$ cat config.mk
export PLATFORM = sky130hd
export DESIGN_NAME = oam_dma_ctrl
export DESIGN_NICKNAME = d
export VERILOG_FILES = /design/src/rtl/nes_dma_pkg.sv /design/src/rtl/dma_bus_mux.sv /design/src/rtl/oam_dma_ctrl.sv
export SDC_FILE = /design/constraint.sdc
export NUM_CORES = 1
export LEC_CHECK = 0
export CORE_UTILIZATION = 46
export DETAILED_ROUTE_END_ITERATION = 16
export PLACE_DENSITY = 0.85
export SKIP_LAST_GASP = 1
export SLEW_MARGIN = 20
export SYNTH_ARGS = -nofsm -noshare
export SYNTH_HDL_FRONTEND = slang
export SYNTH_HIERARCHICAL = 1
export SYNTH_SLANG_ARGS = --single-unit
$ cat constraint.sdc
create_clock -name clk -period 5.7 [get_ports clk]
set_input_delay 0.855 -clock clk [delete_from_list [all_inputs] [get_ports clk]]
set_output_delay 0.855 -clock clk [all_outputs]
set_load 0.005 [all_outputs]
$ cat src/rtl/nes_dma_pkg.sv
// ============================================================================
// Module  : nes_dma_pkg
// Brief   : Shared state encoding and address constants for the OAM DMA engine.
// Rev     : 1.0  initial release
// ============================================================================
`default_nettype none

package nes_dma_pkg;

    typedef enum logic [2:0] {
        IDLE  = 3'd0,
        HALT  = 3'd1,
        ALIGN = 3'd2,
        RD    = 3'd3,
        WR    = 3'd4
    } dma_state_t;

    localparam logic [15:0] DMA_REG_ADDR_C  = 16'h4014;
    localparam logic [15:0] OAM_DATA_ADDR_C = 16'h2004;
    localparam int          XFER_LEN_C      = 256;

endpackage

`default_nettype wire

$ cat src/rtl/dma_bus_mux.sv
// ============================================================================
// Module  : dma_bus_mux
// Brief   : Selects CPU or DMA address/data/strobe onto the memory bus.
// Rev     : 1.0  initial release
// ============================================================================
`default_nettype none

module dma_bus_mux #(
    parameter int ADDR_W = 16,
    parameter int DATA_W = 8
) (
    input  logic              i_sel_dma,
    input  logic [ADDR_W-1:0] i_cpu_addr,
    input  logic [DATA_W-1:0] i_cpu_wdata,
    input  logic              i_cpu_we,
    input  logic [ADDR_W-1:0] i_dma_addr,
    input  logic [DATA_W-1:0] i_dma_wdata,
    input  logic              i_dma_we,
    output logic [ADDR_W-1:0] o_mem_addr,
    output logic [DATA_W-1:0] o_mem_wdata,
    output logic              o_mem_we
);

    assign o_mem_addr  = i_sel_dma ? i_dma_addr  : i_cpu_addr;
    assign o_mem_wdata = i_sel_dma ? i_dma_wdata : i_cpu_wdata;
    assign o_mem_we    = i_sel_dma ? i_dma_we    : i_cpu_we;

endmodule

`default_nettype wire

$ cat src/rtl/oam_dma_ctrl.sv
// ============================================================================
// Module  : oam_dma_ctrl
// Brief   : Sprite DMA bus owner: on a $4014 write, halts the CPU and copies
//           page:00..page:FF to the OAM data port. Optional macro
//           OAM_DMA_ODD_ALIGN_EN adds the odd-cycle ALIGN dummy cycle.
// Rev     : 1.0  initial release
// ============================================================================
`default_nettype none

module oam_dma_ctrl
    import nes_dma_pkg::*;
#(
    parameter int               ADDR_W        = 16,
    parameter int               DATA_W        = 8,
    parameter logic [ADDR_W-1:0] DMA_REG_ADDR  = DMA_REG_ADDR_C,
    parameter logic [ADDR_W-1:0] OAM_DATA_ADDR = OAM_DATA_ADDR_C,
    parameter int               XFER_LEN      = XFER_LEN_C
) (
    input  logic              clk,
    input  logic              b_rst,
    input  logic [ADDR_W-1:0] cpu_addr,
    input  logic [DATA_W-1:0] cpu_wdata,
    input  logic              cpu_we,
    output logic              cpu_rdy,
    output logic [ADDR_W-1:0] mem_addr,
    output logic [DATA_W-1:0] mem_wdata,
    output logic              mem_we,
    input  logic [DATA_W-1:0] mem_rdata,
    output logic              dma_busy
);

    localparam logic [7:0] c_last_idx = 8'(XFER_LEN - 1);

    dma_state_t        r_state;
    dma_state_t        w_state_nxt;
    logic [7:0]        r_cnt;
    logic [7:0]        w_cnt_nxt;
    logic [7:0]        r_page;
    logic              w_load_page;
    logic              w_busy;
    logic [ADDR_W-1:0] w_dma_addr;
    logic [DATA_W-1:0] w_dma_wdata;
    logic              w_dma_we;

`ifdef OAM_DMA_ODD_ALIGN_EN
    logic r_parity;

    always_ff @(posedge clk or posedge b_rst) begin
        if (b_rst) r_parity <= 1'b0;
        else       r_parity <= ~r_parity;
    end
`endif

    always_ff @(posedge clk or posedge b_rst) begin
        if (b_rst) begin
            r_state <= IDLE;
            r_cnt   <= 8'd0;
            r_page  <= 8'd0;
        end else begin
            r_state <= w_state_nxt;
            r_cnt   <= w_cnt_nxt;
            if (w_load_page) r_page <= cpu_wdata[7:0];
        end
    end

    always_comb begin
        w_state_nxt = r_state;
        w_cnt_nxt   = r_cnt;
        w_load_page = 1'b0;
        w_busy      = 1'b1;
        w_dma_addr  = cpu_addr;
        w_dma_wdata = '0;
        w_dma_we    = 1'b0;
        case (r_state)
            IDLE: begin
                w_busy = 1'b0;
                if (cpu_we && (cpu_addr == DMA_REG_ADDR)) begin
                    w_load_page = 1'b1;
                    w_state_nxt = HALT;
                end
            end
            HALT: begin
`ifdef OAM_DMA_ODD_ALIGN_EN
                w_state_nxt = r_parity ? ALIGN : RD;
`else
                w_state_nxt = RD;
`endif
            end
            ALIGN: w_state_nxt = RD;
            RD: begin
                w_dma_addr  = ADDR_W'({r_page, r_cnt});
                w_state_nxt = WR;
            end
            WR: begin
                // Read data from the RD address arrives this cycle.
                w_dma_addr  = OAM_DATA_ADDR;
                w_dma_wdata = mem_rdata;
                w_dma_we    = 1'b1;
                if (r_cnt == c_last_idx) begin
                    w_cnt_nxt   = 8'd0;
                    w_state_nxt = IDLE;
                end else begin
                    w_cnt_nxt   = r_cnt + 8'd1;
                    w_state_nxt = RD;
                end
            end
            default: w_state_nxt = IDLE;
        endcase
    end

    assign dma_busy = w_busy;
    assign cpu_rdy  = ~w_busy;

    dma_bus_mux #(
        .ADDR_W (ADDR_W),
        .DATA_W (DATA_W)
    ) u_bus_mux (
        .i_sel_dma   (w_busy),
        .i_cpu_addr  (cpu_addr),
        .i_cpu_wdata (cpu_wdata),
        .i_cpu_we    (cpu_we),
        .i_dma_addr  (w_dma_addr),
        .i_dma_wdata (w_dma_wdata),
        .i_dma_we    (w_dma_we),
        .o_mem_addr  (mem_addr),
        .o_mem_wdata (mem_wdata),
        .o_mem_we    (mem_we)
    );

endmodule

`default_nettype wire

==> results.txt <==
After clock tree synthesis, the repair step resized 0 gates. At the pin with the least slew margin, the transition time is 0.9096 ns. The worst register-to-register path begins at r_state[2]. The pre-antenna-repair detailed-routing pass consisted of 4 iterations. The area of the mapped netlist came out at 1511 sq um. By area the synthesized netlist is led by dfrtp_1 (31%), mux2_4 (20%), mux2_2 (9.7%). The tools report the buffer depth of the longest clock path as 2.

The share of layout cells above drive strength 1 was 0.2111. The number of different library cells used by synthesis comes to 32. Synthesis-to-layout area growth: 42.05%.

For this design the top-level I/O count stands at 62. The max-cap violation count is 0, and the least setup slack across all paths after layout is 1.966 ns. The initial cell density of the core was 0.4911.

The DRC marker count from the first detailed-route iteration is 62. The post-synthesis cell type with the largest combined area is dfrtp_1. Counting every instance in the synthesized netlist gives 140. VDD sags by at most 0.08012 mV.

The first global-routing pass estimated 6.216 mm of wire. Entering global routing, the biggest net connects 20 pins. The HPWL after detailed placement was 3.023 mm; the mean area per synthesized cell was 10.80 sq um. Kind of end point of the critical path: an output pin. Synthesis inferred 19 register bits. Clock-pin slew was measured on the worst setup and hold paths at 0.12 ns.

The run finished with clean final reports. In this run the most critical hold path is launched from r_page[0]. The maximum fanout along the worst path is 19, and the height of the chip is 59.32 um. In this run the remaining antenna-violating nets after routing total 0.

The endpoint identified for the worst register-to-register timing path is r_page[1]. The final setup violation count is 0, and the number of enable-type register cells in the synthesized netlist is 0. The number of nets in the synthesized netlist is 176.

The critical path is of the flop to output pin type. The floorplan has 20 rows. Average detailed-routed wire length per instance: 16.21 um. In this run the post-CTS setup repair buffer count came out at 0. In this run the horizontal extent of the chip is 59.32 um.

In this run the register-to-register setup slack is 3.55 ns. Yosys instantiated no cell more often than mux2_4. The share of the yosys chip area belonging to registers is 0.3146. The tools report the number of antenna violations at the first check in global routing as 0.

Layout net count: 236. In this run the worst hold path is classified as flop to flop. The via count of the first global-routing pass is 1,306. The worst setup path is launched from a flop. Buffers inserted to repair hold after CTS numbered 0.

The count of pins over their slew limit is 0, and the power per cell area is 111.9 nW/um^2. Most common flop cell mapped by yosys: dfrtp_1. The number of instances on the worst hold path is 1, and the number of DRC violations after detailed routing is 0. The via count of the routed design is 1,330. For the data required time at the worst endpoint, the log shows 4.85 ns. The maximum level of the CTS H-tree was 1. Measured in cells, the most critical reg-to-reg path has a length of 3. In this run the clock root is driven by a clkbuf_4.

Subtracting the final worst setup slack from the clock period gives 3.734 ns. After routing, the total negative slack on setup checks comes to 0 ns. TritonCTS built the clock tree. The area share of the leading cell type in the synthesized netlist was 0.3146.

The region available for standard cell placement spans 3078 sq um. For the number of hold-slack violations in the final timing report, the log shows 0. The area enclosed by the die boundary is 3519 sq um, and the share of flip-flops with an asynchronous set or reset after synthesis is 1.000. The tools report the overall fraction of global-route tracks in use as 0.2396.

At the end of routability-driven placement, the weighted congestion stood at 0.8043. The final worst clock skew was 0.0005526 ns; the number of buffer cells added on primary ports was 61. In this run the static leakage power is 0.0009877 uW.

Summed over all layers, the global routing overflow is 0. The tools report the worst slew margin relative to its limit as 0.3914. Derived from the worst setup path, the maximum achievable clock frequency is 0.2678 GHz. In the routed layout, each cell is associated on average with a via count of 5.473. The path with the worst hold slack has its endpoint at r_page[0]. The Yosys step of the flow raised 6 warnings. The run gives 2.344 ns as the setup slack at placement. Setup repair after global routing left no endpoint under its margin. The worst path arrival time is 2.88 ns. The number of buffers created by CTS is 3, and the CTS sink count is 19. The portion of the clock cycle consumed by the worst path in the final layout was 0.6552; the number of antenna repair diodes was 0. The run gives 3.940 mm as the total wire length. Sorting the synthesized cells by how often they occur yields mux2_4 (20), dfrtp_1 (19), a22o_1 (13), mux2_2 (13), nand2_1 (13). The clock latency of the later-clocked register in the worst-skew pair was 0.31 ns.
routing by layer:
layer / global-route usage / wire (um) / vias up
li1: - / - / 632
met1: 0.2995 / 1739 / 634
met2: 0.4045 / 1930 / 55
met3: 0.04367 / 198 / 9
met4: 0.09864 / 72 / 0
met5: 0 / 0 / -
cells in the final DEF, fill, tap and decap left out, types with 2 or more instances in the layout:
cell type,count
inv_1,2
nor4b_1,2
buf_4,2
mux2_4,20
nor2_1,5
nand3_1,6
clkbuf_4,3
and2_1,10
xnor2_1,4
nand4_1,3
or3_1,2
nand4b_1,2
dfrtp_1,19
a31oi_1,3
nand2_1,13
mux2_2,13
o21ai_0,4
a22o_1,13
clkdlybuf4s50_1,61
worst max-delay path, stage by stage (launching register included):
cell and delay, ns:
dfrtp_1 0.44, or3b_1 0.29, inv_2 0.18, nor2_1 0.74
a22o_1 0.27, mux2_2 0.16, clkdlybuf4s50_1 0.50
sequential cells by signal, indices dropped and copies added (netlist names):
signal   cells
r_cnt        8
r_page       8
r_state      3
worst max-delay path by stage:
stage,start,slack [ns],depth (start not counted),to
final,r_state[2],1.97,6,mem_addr[15]
after global routing,r_state[2],1.75,6,mem_addr[15]
after CTS,r_state[2],1.97,6,mem_addr[15]
after detailed placement,r_state[2],2.34,6,mem_addr[15]
after global placement,r_state[2],2.37,6,mem_addr[0]
after floorplan,r_state[1],3.08,7,mem_addr[0]
power by group:
| group | internal (uW) | leakage, uW | switching, uW |
|---|---|---|---|
| Clock | 26.2 | 0.0000177 | 46.2 |
| Combinational | 22.0 | 0.000724 | 11.2 |
| Sequential | 135 | 0.000246 | 0.000225 |
| Total | 183 | 0.000988 | 57.4 |
stage by stage:
step	hold slack [ns]	cells	utilization	total power, uW	instance area [sq um]
global placement	0.4936	239	0.6886	169.7	2120
global route	0.5426	243	0.6976	248.5	2147
finish	0.5305	243	0.6976	240.3	2147
detailed placement	0.5005	239	0.6886	170.7	2120
floorplan	0.4722	140	-	141.4	1511
CTS	0.5305	243	0.6976	242.8	2147
cells by family (layout without fill, tap and decap cells):
logic type,after synthesis,count (layout),synth area share
XOR/XNOR,4,4,0.02318
AO/OA/AOI/OAI,23,23,0.1184
multiplexers,33,33,0.2955
flip-flops,19,19,0.3146
buffers and inverters,11,70,0.05546
adder cells (fa/ha/maj),1,1,0.008277
AND/OR/NAND/NOR,49,49,0.1846
cell type report:
| class | count | area (sq um) |
|---|---|---|
| Clock buffer | 3 | 22.52 |
| Clock inverter | 1 | 5.005 |
| Fill cell | 245 | 930.9 |
| Inverter | 3 | 11.26 |
| Multi-Input combinational cell | 110 | 952.2 |
| Sequential cell | 19 | 475.5 |
| Tap cell | 44 | 55.05 |
| Timing Repair Buffer | 63 | 625.6 |
(Power assumes the default switching activity.)
